<file path="config.mk">
export PLATFORM = sky130hd
export DESIGN_NAME = v10_pulse_generator
export DESIGN_NICKNAME = d
export VERILOG_FILES = /design/src/rtl/v10_pulse_generator.sv
export SDC_FILE = /design/constraint.sdc
export NUM_CORES = 1
export LEC_CHECK = 0
export CORE_AREA = 2 2 137 139
export CTS_CLUSTER_SIZE = 14
export DETAILED_ROUTE_END_ITERATION = 8
export DIE_AREA = 0 0 139 141
export SYNTH_ARGS = -nofsm -noshare
export SYNTH_HDL_FRONTEND = slang
export SYNTH_SLANG_ARGS = --single-unit
export TNS_END_PERCENT = 50
</file>
<file path="constraint.sdc">
create_clock -name clk -period 5.2 [get_ports clk]
set_input_delay 0.78 -clock clk [delete_from_list [all_inputs] [get_ports clk]]
set_output_delay 0.78 -clock clk [all_outputs]
set_load 0.05 [all_outputs]
</file>
<file path="src/rtl/v10_pulse_generator.sv">
// Synthetic detector-pulse source: linear rise, exponential decay, pile-up aware,
// on a signed ADC-width stream. Define V10_PULSE_GEN_NOISE_EN to add 2-bit LFSR noise.
module v10_pulse_generator #(
  parameter int SIZE_ADC_DATA = 12,
  parameter int DECAY_SHIFT   = 5,
  parameter int RISE_SHIFT    = 2
) (
  input  logic                            clk,
  input  logic                            reset,
  input  logic                            trig,
  input  logic        [SIZE_ADC_DATA-1:0] amplitude,
  input  logic signed [SIZE_ADC_DATA-1:0] baseline,
  output logic signed [SIZE_ADC_DATA-1:0] output_data,
  output logic                            busy,
  output logic                            pulse_start,
  output logic        [7:0]               dropped,
  output logic                            overflow
);

  localparam int IW = SIZE_ADC_DATA + 1;
  localparam int AW = IW + DECAY_SHIFT;
  // Two spare bits over baseline + acc_int so a fully clamped accumulator cannot wrap.
  localparam int SW = SIZE_ADC_DATA + 3;
  localparam int CW = RISE_SHIFT + 1;
  localparam logic [AW-1:0] ACC_MAX = '1;
  localparam logic [CW-1:0] RISE_LEN = CW'(2**RISE_SHIFT);
  localparam int OUT_MAX_I = 2**(SIZE_ADC_DATA-1) - 1;
  localparam logic signed [SW-1:0] OUT_MAX = SW'(OUT_MAX_I);
  localparam logic signed [SW-1:0] OUT_MIN = SW'(-OUT_MAX_I - 1);

  typedef enum logic [1:0] {IDLE, RISE, DECAY} state_t;

  state_t               state, state_p0;
  logic [AW-1:0]        acc, acc_p0, step, step_p0, step_live_p0, base_p0;
  logic [CW-1:0]        rise_cnt, cnt_p0;
  logic [IW-1:0]        acc_int_p0;
  logic                 accept_p0, drop_p0, clamp_p0, clip_p0;
  logic signed [SW-1:0] sum_p0;
  logic signed [SIZE_ADC_DATA-1:0] out_p0;
  logic signed [1:0]    noise;

  // Returns {clamped, value}; the value pins at ACC_MAX when the add carries out.
  function automatic logic [AW:0] acc_add(input logic [AW-1:0] a, input logic [AW-1:0] b);
    logic [AW:0] s;
    s = {1'b0, a} + {1'b0, b};
    if (s[AW]) return {1'b1, ACC_MAX};
    return s;
  endfunction

  // Returns {clipped, value} saturated to the signed sample range.
  function automatic logic [SIZE_ADC_DATA:0] sat_out(input logic signed [SW-1:0] s);
    if (s > OUT_MAX) return {1'b1, 1'b0, {(SIZE_ADC_DATA-1){1'b1}}};
    if (s < OUT_MIN) return {1'b1, 1'b1, {(SIZE_ADC_DATA-1){1'b0}}};
    return {1'b0, s[SIZE_ADC_DATA-1:0]};
  endfunction

`ifdef V10_PULSE_GEN_NOISE_EN
  logic [15:0] lfsr;
  always_ff @(posedge clk or posedge reset) begin
    if (reset) lfsr <= 16'hACE1;
    else       lfsr <= {lfsr[0] ^ lfsr[2] ^ lfsr[3] ^ lfsr[5], lfsr[15:1]};
  end
  assign noise = $signed(lfsr[1:0]);
`else
  assign noise = '0;
`endif

  assign step_live_p0 = (AW'(amplitude) << DECAY_SHIFT) >> RISE_SHIFT;

  // ---- stage p0: next accumulator / state and saturated output sample ----
  always_comb begin
    state_p0  = state;
    acc_p0    = acc;
    step_p0   = step;
    cnt_p0    = rise_cnt;
    base_p0   = acc;
    accept_p0 = 1'b0;
    drop_p0   = 1'b0;
    clamp_p0  = 1'b0;
    case (state)
      IDLE: begin
        acc_p0 = '0;
        if (trig) begin
          accept_p0           = 1'b1;
          {clamp_p0, acc_p0}  = acc_add('0, step_live_p0);
          step_p0             = step_live_p0;
          cnt_p0              = CW'(1);
          state_p0            = (RISE_SHIFT == 0) ? DECAY : RISE;
        end
      end
      RISE: begin
        {clamp_p0, acc_p0} = acc_add(acc, step);
        cnt_p0             = rise_cnt + CW'(1);
        if (cnt_p0 == RISE_LEN) state_p0 = DECAY;
        drop_p0            = trig;
      end
      DECAY: begin
        if (trig) begin
          // A tail that has already reached zero restarts from an empty accumulator.
          base_p0            = (acc[AW-1:DECAY_SHIFT] == '0) ? '0 : acc;
          accept_p0          = 1'b1;
          {clamp_p0, acc_p0} = acc_add(base_p0, step_live_p0);
          step_p0            = step_live_p0;
          cnt_p0             = CW'(1);
          state_p0           = (RISE_SHIFT == 0) ? DECAY : RISE;
        end else if (acc[AW-1:DECAY_SHIFT] == '0) begin
          acc_p0   = '0;
          state_p0 = IDLE;
        end else begin
          acc_p0 = acc - (acc >> DECAY_SHIFT);
        end
      end
      default: begin
        acc_p0   = '0;
        state_p0 = IDLE;
      end
    endcase
  end

  assign acc_int_p0        = acc_p0[AW-1:DECAY_SHIFT];
  assign sum_p0            = SW'(baseline) + $signed(SW'(acc_int_p0)) + SW'(noise);
  assign {clip_p0, out_p0} = sat_out(sum_p0);

  // ---- stage p1: registered state and outputs ----
  always_ff @(posedge clk or posedge reset) begin
    if (reset) begin
      state       <= IDLE;
      acc         <= '0;
      step        <= '0;
      rise_cnt    <= '0;
      output_data <= '0;
      busy        <= 1'b0;
      pulse_start <= 1'b0;
      dropped     <= '0;
      overflow    <= 1'b0;
    end else begin
      state       <= state_p0;
      acc         <= acc_p0;
      step        <= step_p0;
      rise_cnt    <= cnt_p0;
      output_data <= out_p0;
      busy        <= (state_p0 != IDLE);
      pulse_start <= accept_p0;
      if (drop_p0 && dropped != 8'hFF) dropped <= dropped + 8'd1;
      if (clamp_p0 || clip_p0)         overflow <= 1'b1;
    end
  end

endmodule

</file>
==> out/metrics.csv <==
stage,metric,value,unit
setup_path,r2r setup slk,0.04,ns
floorplan,die width,139,um
drt,met2 wire len,7.53,mm
final_layout,share of cells above drive strength 1,0.274,
worst_hold_path,Worst Hold Launch,acc[0]$_DFFE_PP0P_,
synth,Post-synth EDFFs,0,
sta,Least-Margin Pin Slew,1.13,ns
cts,CTS Buf Count,9,
floorplan,Initial Util,0.292,
synth,Async SR Flop Fraction,1.00,
synth,Synth top cells by count,"58 x dfrtp_1, 58 x ha_1, 48 x o21ai_0",
final_layout,post-layout net count,859,
synth,"Net Count, Synth",716,
placement,routability cong.,0.924,
setup_path,CP max stage cell,fa_2,
sta,FMAX,194,MHz
drt,via count,5081,
global_route,Global Route Usage Sum,0.166,
placement,pre-CTS setup slack,-0.320,ns
setup_path,crit-path max FO,5,
sta,Max Slew Vio Count,0,
final_layout,Inserted Diodes,0,
synth,synthesized instance count,627,
floorplan,die area,0.0196,sq mm
setup_path,worst setup path start,acc[16]$_DFF_PP0_,
final_layout,Area growth syn-to-layout,41.2,%
global_route,vias in the first global route,5258,
drt,M1 WL,7.54,mm
drt,routed wire length,16.2,mm
sta,Final Skew,0.00725,ns
synth,top_reg_cell synth,dfrtp_1,
flow_run,max cap viols,0,
floorplan,FP Rows,50,
cts,H-Tree Depth,3,
cts,CTS tree,done,
final_layout,Reg area,0.00145,sq mm
sta,Fin. Hold Viols,0,
drt,DR WL/cell,16.1,um
worst_hold_path,Min-Delay Path Class,reg2reg,
global_route,first-pass GRT wire length,25.8,mm
sta,PnR worst setup slack,0.0447,ns
synth,top cell type's share of synthesized area,0.272,
setup_path,delay of the slowest critical-path stage,0.39,ns
floorplan,core footprint,0.0183,sq mm
drt,met3 WL,593,um
sta,Final Hold Slack,0.486,ns
drt,antenna-violating nets left,0,
cts,Clock Sinks,58,
floorplan,die span in y,141,um
setup_path,crit path kind,reg2reg,
placement,Final HPWL DP,12.5,mm
global_route,GRT overflow,0,
synth,"Cell Area, Synth",0.00534,sq mm
cts,Worst-Skew Late Latency,0.34,ns
setup_path,FF-to-FF End,output_data[0]$_DFF_PP0_,
worst_hold_path,hold depth,2,
setup_path,worst r2r src,acc[16]$_DFF_PP0_,
sta,min cycle time layout,5.16,ns
synth,sequential area share after synthesis,0.272,
setup_path,Worst Path Required,5.42,ns
synth,Synth warnings,0,
drt,Via density,5.04,
placement,port buffer count,49,
sta,RSZ-0062 raised after global routing,yes,
cts,CTS Buffer Depth,2,
synth,post-synthesis sequential element count,58,
synth,Yosys cell types,72,
run_status,status,"complete, no violations",
sta,Slew HR,0.247,
drt,DRC Markers,0,
floorplan,I/O pin count,50,
cts,root buffer cell,clkbuf_16,
setup_path,reg2reg path depth,25,
synth,leading area contributor after synthesis,dfrtp_1,
drt,TritonRoute pass-1 iters,4,
sta,Final setup viols,0,
setup_path,crit path DAT,5.37,ns
worst_hold_path,"Endpoint, Worst Hold",acc[0]$_DFFE_PP0P_,
setup_path,Crit. End Element,flip-flop,
drt,1st-iter DRT viols,263,
cts,"Reg clk slew, reported paths",0.06,ns
global_route,largest net degree at the start of global routing,59,
synth,synth top area cells,"dfrtp_1 27%, ha_1 14%, xnor2_1 5.2%, o21ai_0 4.5%, a21oi_1 4.0%",
drt,Top Layer Used,met4,
final_layout,fillers,1812,
synth,Avg Inst Size Synth,8.52,sq um
final_layout,area of the multi-input gates,0.00396,sq mm
global_route,initial antenna violation count,0,
sta,fin crit share,0.991,
setup_path,Startpoint Class,flip-flop,
[area by class of cell]
| cell class | count | area share |
|---|---|---|
| multi-input cells | 500 | 0.525 |
| flip-flops and latches | 58 | 0.192 |
| repair buffers | 160 | 0.176 |
| well taps | 234 | 0.0388 |
| clock buffers | 12 | 0.0340 |
| inverters | 41 | 0.0204 |
| clock inverters | 4 | 0.0129 |
[worst max-delay path, delay by kind of cell, from the launching register on]
| kind | cells | cell delay, ns |
|---|---|---|
| adders and majority gates | 3 | 0.84 |
| AOI/OAI and AO/OA | 13 | 2.47 |
| DFF | 1 | 0.38 |
| buffers and inverters | 4 | 0.55 |
| and+or+nand+nor | 5 | 0.78 |
[kinds of logic (layout without fill, tap and decap cells)]
| group | after synthesis | after routing | share of synthesized area |
|---|---|---|---|
| fa+ha+maj | 62 | 62 | 0.151 |
| simple gates | 168 | 168 | 0.152 |
| buf+inv | 69 | 217 | 0.0503 |
| xor+xnor | 43 | 43 | 0.0705 |
| flops | 58 | 58 | 0.272 |
| mux | 17 | 17 | 0.0354 |
| compound gates | 210 | 210 | 0.269 |
[registers in the layout, indices dropped and copies added (netlist names)]
name	cells
dropped	8
output_data	12
acc	18
step	12
pulse_start	1
state	2
overflow	1
busy	1
rise_cnt	3
[cell usage in the layout (no fill, tap or decap), types with 5 or more instances in the layout]
cell type and instances:
and3_1 5, nor2b_1 9, nand2b_1 5, a21oi_1 39
a21oi_2 13, ha_1 50, nor2_1 46, ha_4 6
a31oi_1 7, xnor2_1 32, inv_1 38, o211ai_1 7
buf_4 109, nand2_1 46, or3_1 5, o21bai_1 5
nor3_1 12, o21ai_0 41, clkbuf_16 9, o21a_1 7
mux2_2 15, xor2_1 11, o31ai_1 6, a211oi_1 8
clkdlybuf4s50_1 49, dfrtp_1 58, nand3_1 10, a21o_1 12
[what timing repair did]
action / 4_1_cts / 5_1_grt
setup endpoints to repair: 12 / 13
gates resized for setup: 19 / 53
cloned: 0 / 1
setup buffers: 2 / 5
hold buffers: 0 / 0
pin swaps: 12 / 35
[routing by layer]
metal	track usage	vias up
li1	-	2569
met1	0.208	2393
met2	0.275	87
met3	0.0316	32
met4	0.0813	0
met5	0	-
[per-stage QoR]
stage,std cells,utilization,setup TNS (ns),cell area (sq um)
final,1009,0.413,0,7550
after global routing,1009,0.413,-2.22,7550
after CTS,1003,0.395,0,7210
after detailed placement,985,0.371,-3.36,6780
after global placement,985,0.371,-2.69,6780
after floorplan,627,-,0,5340
[worst max-delay path by stage]
| stage | to | slack (ns) | depth (start not counted) |
|---|---|---|---|
| floorplan | output_data[0]$_DFF_PP0_ | 0.003 | 26 |
| global placement | output_data[7]$_DFF_PP0_ | -0.26 | 19 |
| detailed placement | overflow$_DFFE_PP0P_ | -0.32 | 20 |
| CTS | overflow$_DFFE_PP0P_ | 0.005 | 27 |
| global route | overflow$_DFFE_PP0P_ | -0.23 | 25 |
| finish | output_data[0]$_DFF_PP0_ | 0.04 | 25 |
Power is left out: the tool's default activity adds up to more than one toggle a clock period on the data nets, which glitch-free logic cannot reach.
==> patch 1: new RTL, same flow settings <==
Build with the macro `V10_PULSE_GEN_NOISE_EN` defined.
--- a/src/rtl/v10_pulse_generator.sv
+++ b/src/rtl/v10_pulse_generator.sv
@@ -2,2 +2,4 @@
 // on a signed ADC-width stream. Define V10_PULSE_GEN_NOISE_EN to add 2-bit LFSR noise.
+`define V10_PULSE_GEN_NOISE_EN
+
 module v10_pulse_generator #(
Check against the original RTL: not equivalent (Yosys sat finds a counterexample within 4 cycles, from zero or initial values and one cycle with reset high).
==> patch 1 against the unedited design <==
  * The run now ends with negative setup slack left
  * Utilization grew 5.3 points
  * Global-route usage up 1.4 points
  * Area after synthesis increased by 12%
  * Sequential cell count rose by 16
  * Synthesized cell count grew 4.9%
  * Clock skew increased by 0.0042 ns
  * Final area increased by 13%
  * Routed wire length increased by 7.5%
  * Worst setup slack got worse by 0.42 ns
==> patch 1: results (changes against the unedited design) <==
final setup skew=0.0114 ns (+0.00418 ns); top post-synthesis cells by count=66 x dfrtp_1, 66 x o21ai_0, 58 x ha_1; largest registers ranked by flip-flop count=acc: 18 flops, lfsr: 16 flops; R2R cell count=27 (+8.0%); Setup TNS=-4.09 ns (-4.09 ns); Finish-stage setup viols=13 (+13); Global Route Usage Sum=18.0% (+1.4 points); Avg Vias per Cell=5.12 (+1.7%); fin worst setup slack=-0.374 ns (-0.418 ns); global placer's final weighted congestion=0.905 (-2.0%); proportion of synthesized flip-flops having asynchronous set or reset=100% (unchanged); NumNets Final=954 (+11%); sequential share of the synthesized area=31.2% (+4.0 points); class of the worst hold path=flip-flop to flip-flop; number of violations reported at the end of detailed-routing iteration 0=287 (+9.1%); portion of netlist area occupied by mux cells=3.86% (+0.32 points); clock root buffer=clkbuf_16; crit path to=overflow$_DFFE_PP0P_; global-route wire length before repair=28.1 mm (+8.9%); peak ir drop on the vdd network=0.378 mV; n_diodes=0 (unchanged); top post-synthesis cells by area=dfrtp_1 28%, ha_1 12%, fa_1 6.0%, o21ai_0 5.5%, xnor2_1 4.0%; worst hold slack across all endpoints=0.351 ns (-0.135 ns); critical path arrival=5.80 ns (+0.43 ns); area share of xor/xnor cells in the synthesized design=6.61% (-0.44 points); Critical Path Slowest Stage Cell=fa_1; DRT Pass-1 Iters=4 (unchanged); count of port buffers added during placement=49 (unchanged); layout cell share with drive strength beyond 1=31.4% (+4.1 points); result of the run=finished, violations left; start point of the critical path=acc[14]$_DFF_PP0_; number of buffers on the longest clock path=2 (unchanged); violated checks=negative setup slack; adder and majority gate portion of the synthesized area=18.2% (+3.1 points); hpwl dp=13.4 mm (+8.0%); vias in the first global route=5474 (+4.1%); Lkg Pwr=3.93 nW; pin count of the biggest net entering global routing=39 (-34%); slew at the pin closest to its max-slew limit=0.985 ns (-0.143 ns); complex-gate fraction of the synthesized area=22.1% (-4.8 points); unique cell type count in the Yosys netlist=63 (-13%); Worst-path clk slew=0.06 ns (about the same); Routed wire per std cell=16.0 um (-0.47%); number of buffers inserted during clock tree synthesis=9 (unchanged); count of warnings emitted by yosys=0 (unchanged); family with the most delay on the worst path=adder cells; area share of the leading cell type in the synthesized netlist=27.7% (+0.52 points); Net Count, Synth=761 (+6.3%); antenna violations before repair=1 (+1); delay of the slowest cell on the worst path=0.51 ns (+0.12 ns); worst-path maximum fanout=6 (+1)
[patch 1: metrics by stage]
step / instance area (um^2) / setup slack (ns) / instances
after floorplan: 6050 / -0.141 / 658
after global placement: 7770 / -0.883 / 1057
after detailed placement: 7770 / -0.944 / 1057
after CTS: 8210 / -0.528 / 1079
after global routing: 8510 / -0.645 / 1090
final: 8510 / -0.374 / 1090
[patch 1: what timing repair did]
item	4_1_cts	5_1_grt
endpoints found under the setup margin	13	13
setup buffers	5	11
pin swaps	15	31
gates resized for setup	20	46
gates cloned	1	0
[patch 1: cell type report]
type / instances / area (um^2)
Fill cell: 1792 / 9760
Multi-Input combinational cell: 510 / 4150
Sequential cell: 74 / 1860
Timing Repair Buffer: 211 / 1730
Tap cell: 234 / 293
Clock buffer: 9 / 225
Inverter: 45 / 170
Clock inverter: 7 / 83.8
[patch 1: routing by layer]
metal | GRT usage (%) | wire length, um
met3 | 2.55 | 649
met4 | 4.94 | 291
met5 | 0 | 0
met1 | 25.0 | 8250
met2 | 29.5 | 8230
[patch 1: how the worst min path moves through the flow]
stage | start | endpoint | depth (start not counted)
floorplan | lfsr[4]$_DFF_PP0_ | lfsr[3]$_DFF_PP0_ | 0
global placement | lfsr[4]$_DFF_PP0_ | lfsr[3]$_DFF_PP0_ | 0
detailed placement | lfsr[12]$_DFF_PP0_ | lfsr[11]$_DFF_PP1_ | 0
CTS | lfsr[4]$_DFF_PP0_ | lfsr[3]$_DFF_PP0_ | 0
global route | lfsr[4]$_DFF_PP0_ | lfsr[3]$_DFF_PP0_ | 0
finish | lfsr[4]$_DFF_PP0_ | lfsr[3]$_DFF_PP0_ | 0
[patch 1: power by group]
part | internal (W) | switching [W]
Sequential | 0.000777 | 0.000110
Clock | 0.000382 | 0.000290
Combinational | 0.00259 | 0.00266
==> patch 2: new RTL, same flow settings <==
Made on the original files. Take the reset off `output_data` and load it in a clocked block of its own.
--- a/src/rtl/v10_pulse_generator.sv
+++ b/src/rtl/v10_pulse_generator.sv
@@ -130,3 +130,2 @@
       rise_cnt    <= '0;
-      output_data <= '0;
       busy        <= 1'b0;
@@ -140,3 +139,2 @@
       rise_cnt    <= cnt_p0;
-      output_data <= out_p0;
       busy        <= (state_p0 != IDLE);
@@ -148,2 +146,6 @@
 
+  always_ff @(posedge clk) begin
+    output_data <= out_p0;
+  end
+
 endmodule
Check against the original RTL: not equivalent (Yosys sat finds a counterexample within 4 cycles, from zero or initial values and one cycle with reset high).
==> patch 2 against the unedited design <==
  * Worst setup slack improved by 0.0054 ns
  * Area after synthesis decreased by 2.2%
  * Final area decreased by 1.3%
  * Routed wire length increased by 0.15%
  * Sequential cell count unchanged
  * Utilization decreased by 0.54 points
  * Largest cell class unchanged
  * Highest routed layer unchanged
Power is not shown: default switching activity piles up to over one toggle a cycle in this logic, so the estimate is an artifact.
==> patch 2: results (changes against the unedited design) <==
adder and majority gate portion of the synthesized area=15.4% (+0.33 points); portion of netlist area occupied by mux cells=3.16% (-0.38 points); number of buffers inserted during clock tree synthesis=9 (unchanged); global placer's final weighted congestion=0.886 (-4.1%); worst-path maximum fanout=9 (+4); layout cell share with drive strength beyond 1=25.8% (-1.6 points); area share of xor/xnor cells in the synthesized design=7.35% (+0.30 points); worst setup timing slack at the placement stage=-0.389 ns (-0.0683 ns); critical path arrival=5.36 ns (about the same); pin count of the biggest net entering global routing=47 (-20%); number of buffers on the longest clock path=2 (unchanged); final setup skew=0.00804 ns (+0.000789 ns); source of the worst register-to-register timing path=acc[13]$_DFF_PP0_; fill count=1800 (-0.66%); dominant combinational cell family by area after synthesis=compound AO/OA/AOI/OAI gates; critical path class=flip-flop to flip-flop; global-route wire length before repair=25.7 mm (-0.34%); H-tree lvl count=3 (unchanged); count of warnings emitted by yosys=0 (unchanged); minimum clock period after layout=5.15 ns (-0.00537 ns); proportion of synthesized flip-flops having asynchronous set or reset=79.3% (-21 points); NumNets Final=868 (+1.0%); Global Route Usage Sum=16.4% (-0.23 points); R2R cell count=27 (+8.0%); crit path to=output_data[7]$_SDFF_PN1_; complex-gate fraction of the synthesized area=27.5% (+0.52 points); top post-synthesis cells by area=dfrtp_1 22%, ha_1 14%, o21ai_0 5.7%, xnor2_1 5.2%, a21oi_1 4.6%; result of the run=completed; sequential share of the synthesized area=26.6% (-0.55 points); Net Count, Synth=719 (+0.42%); Detailed Route WL=16.2 mm (+0.15%); area after detailed placement=6720 um^2 (-0.96%); largest registers ranked by flip-flop count=acc: 18 flops, output_data: 12 flops, step: 12 flops; number of violations reported at the end of detailed-routing iteration 0=212 (-19%); unique cell type count in the Yosys netlist=62 (-14%); vias in the first global route=5157 (-1.9%); DRT Pass-1 Iters=5 (+1); hpwl dp=12.3 mm (-1.3%); top post-synthesis cells by count=60 x o21ai_0, 58 x ha_1, 52 x nand2_1; slew at the pin closest to its max-slew limit=0.984 ns (-0.145 ns); Avg Vias per Cell=5.11 (+1.6%)
patch 2: cell families after synthesis:
kind of cell             count (synthesis)
AO/OA/AOI/OAI                          218
adder cells (fa/ha/maj)                 62
buffers and inverters                   68
AND/OR/NAND/NOR                        166
flip-flops                              58
XOR/XNOR                                43
multiplexers                            15
patch 2: metrics by stage:
stage	hold WS (ns)	instances
finish	0.482	1018
global route	0.510	1018
CTS	0.486	1013
detailed placement	0.475	993
global placement	0.476	993
floorplan	0.449	630
patch 2: layout make-up:
type	instances	area, um^2	share of cell area (%)
timing repair buffer	161	1370	18.4
sequential	58	1390	18.7
clock buffer	13	260	3.49
multi-input combinational	505	3930	52.7
clock inverter	3	40.0	0.538
inverter	44	165	2.22
tap	234	293	3.93
patch 2: worst min path at each step:
| stage | slack (ns) | depth (start not counted) | startpoint | endpoint |
|---|---|---|---|---|
| after detailed placement | 0.47 | 2 | acc[0]$_DFFE_PP0P_ | acc[0]$_DFFE_PP0P_ |
| after global routing | 0.51 | 1 | dropped[7]$_DFFE_PP0P_ | dropped[7]$_DFFE_PP0P_ |
| final | 0.48 | 2 | acc[0]$_DFFE_PP0P_ | acc[0]$_DFFE_PP0P_ |
| after global placement | 0.48 | 2 | acc[0]$_DFFE_PP0P_ | acc[0]$_DFFE_PP0P_ |
| after floorplan | 0.45 | 2 | acc[0]$_DFFE_PP0P_ | acc[0]$_DFFE_PP0P_ |
| after CTS | 0.49 | 2 | acc[0]$_DFFE_PP0P_ | acc[0]$_DFFE_PP0P_ |
patch 2: repair_timing:
action / 4_1_cts / 5_1_grt
cloned: 1 / 0
resized for setup: 39 / 32
endpoints found under the setup margin: 13 / 13
endpoints found under the hold margin: 0 / 0
pin swaps: 23 / 25
buffers inserted: 3 / 5
patch 2: routing by layer:
| metal | track usage [%] | share of wire, % | vias up |
|---|---|---|---|
| met4 | 4.84 | 1.8 | 0 |
| met1 | 20.6 | 45 | 2481 |
| met5 | 0 | 0 | - |
| met3 | 2.21 | 3.5 | 17 |
| li1 | - | - | 2604 |
| met2 | 29.3 | 50 | 104 |
patch 2: critical path: stages (launching register included):
cell	delay, ns
dfrtp_1	0.38
nor4_2	0.27
buf_4	0.16
nand4_1	0.10
buf_6	0.16
nand2_4	0.06
inv_2	0.04
ha_4	0.22
a211oi_4	0.26
o211ai_1	0.12
buf_4	0.16
a311oi_2	0.23
o21a_1	0.23
o21ai_4	0.11
o21ai_2	0.19
a31oi_2	0.14
ha_2	0.26
fa_2	0.35
a21oi_2	0.16
o21a_1	0.17
o21a_1	0.18
o21ai_0	0.09
a21oi_1	0.18
xor2_1	0.09
buf_4	0.21
o31ai_4	0.26
buf_6	0.16
a21oi_1	0.06
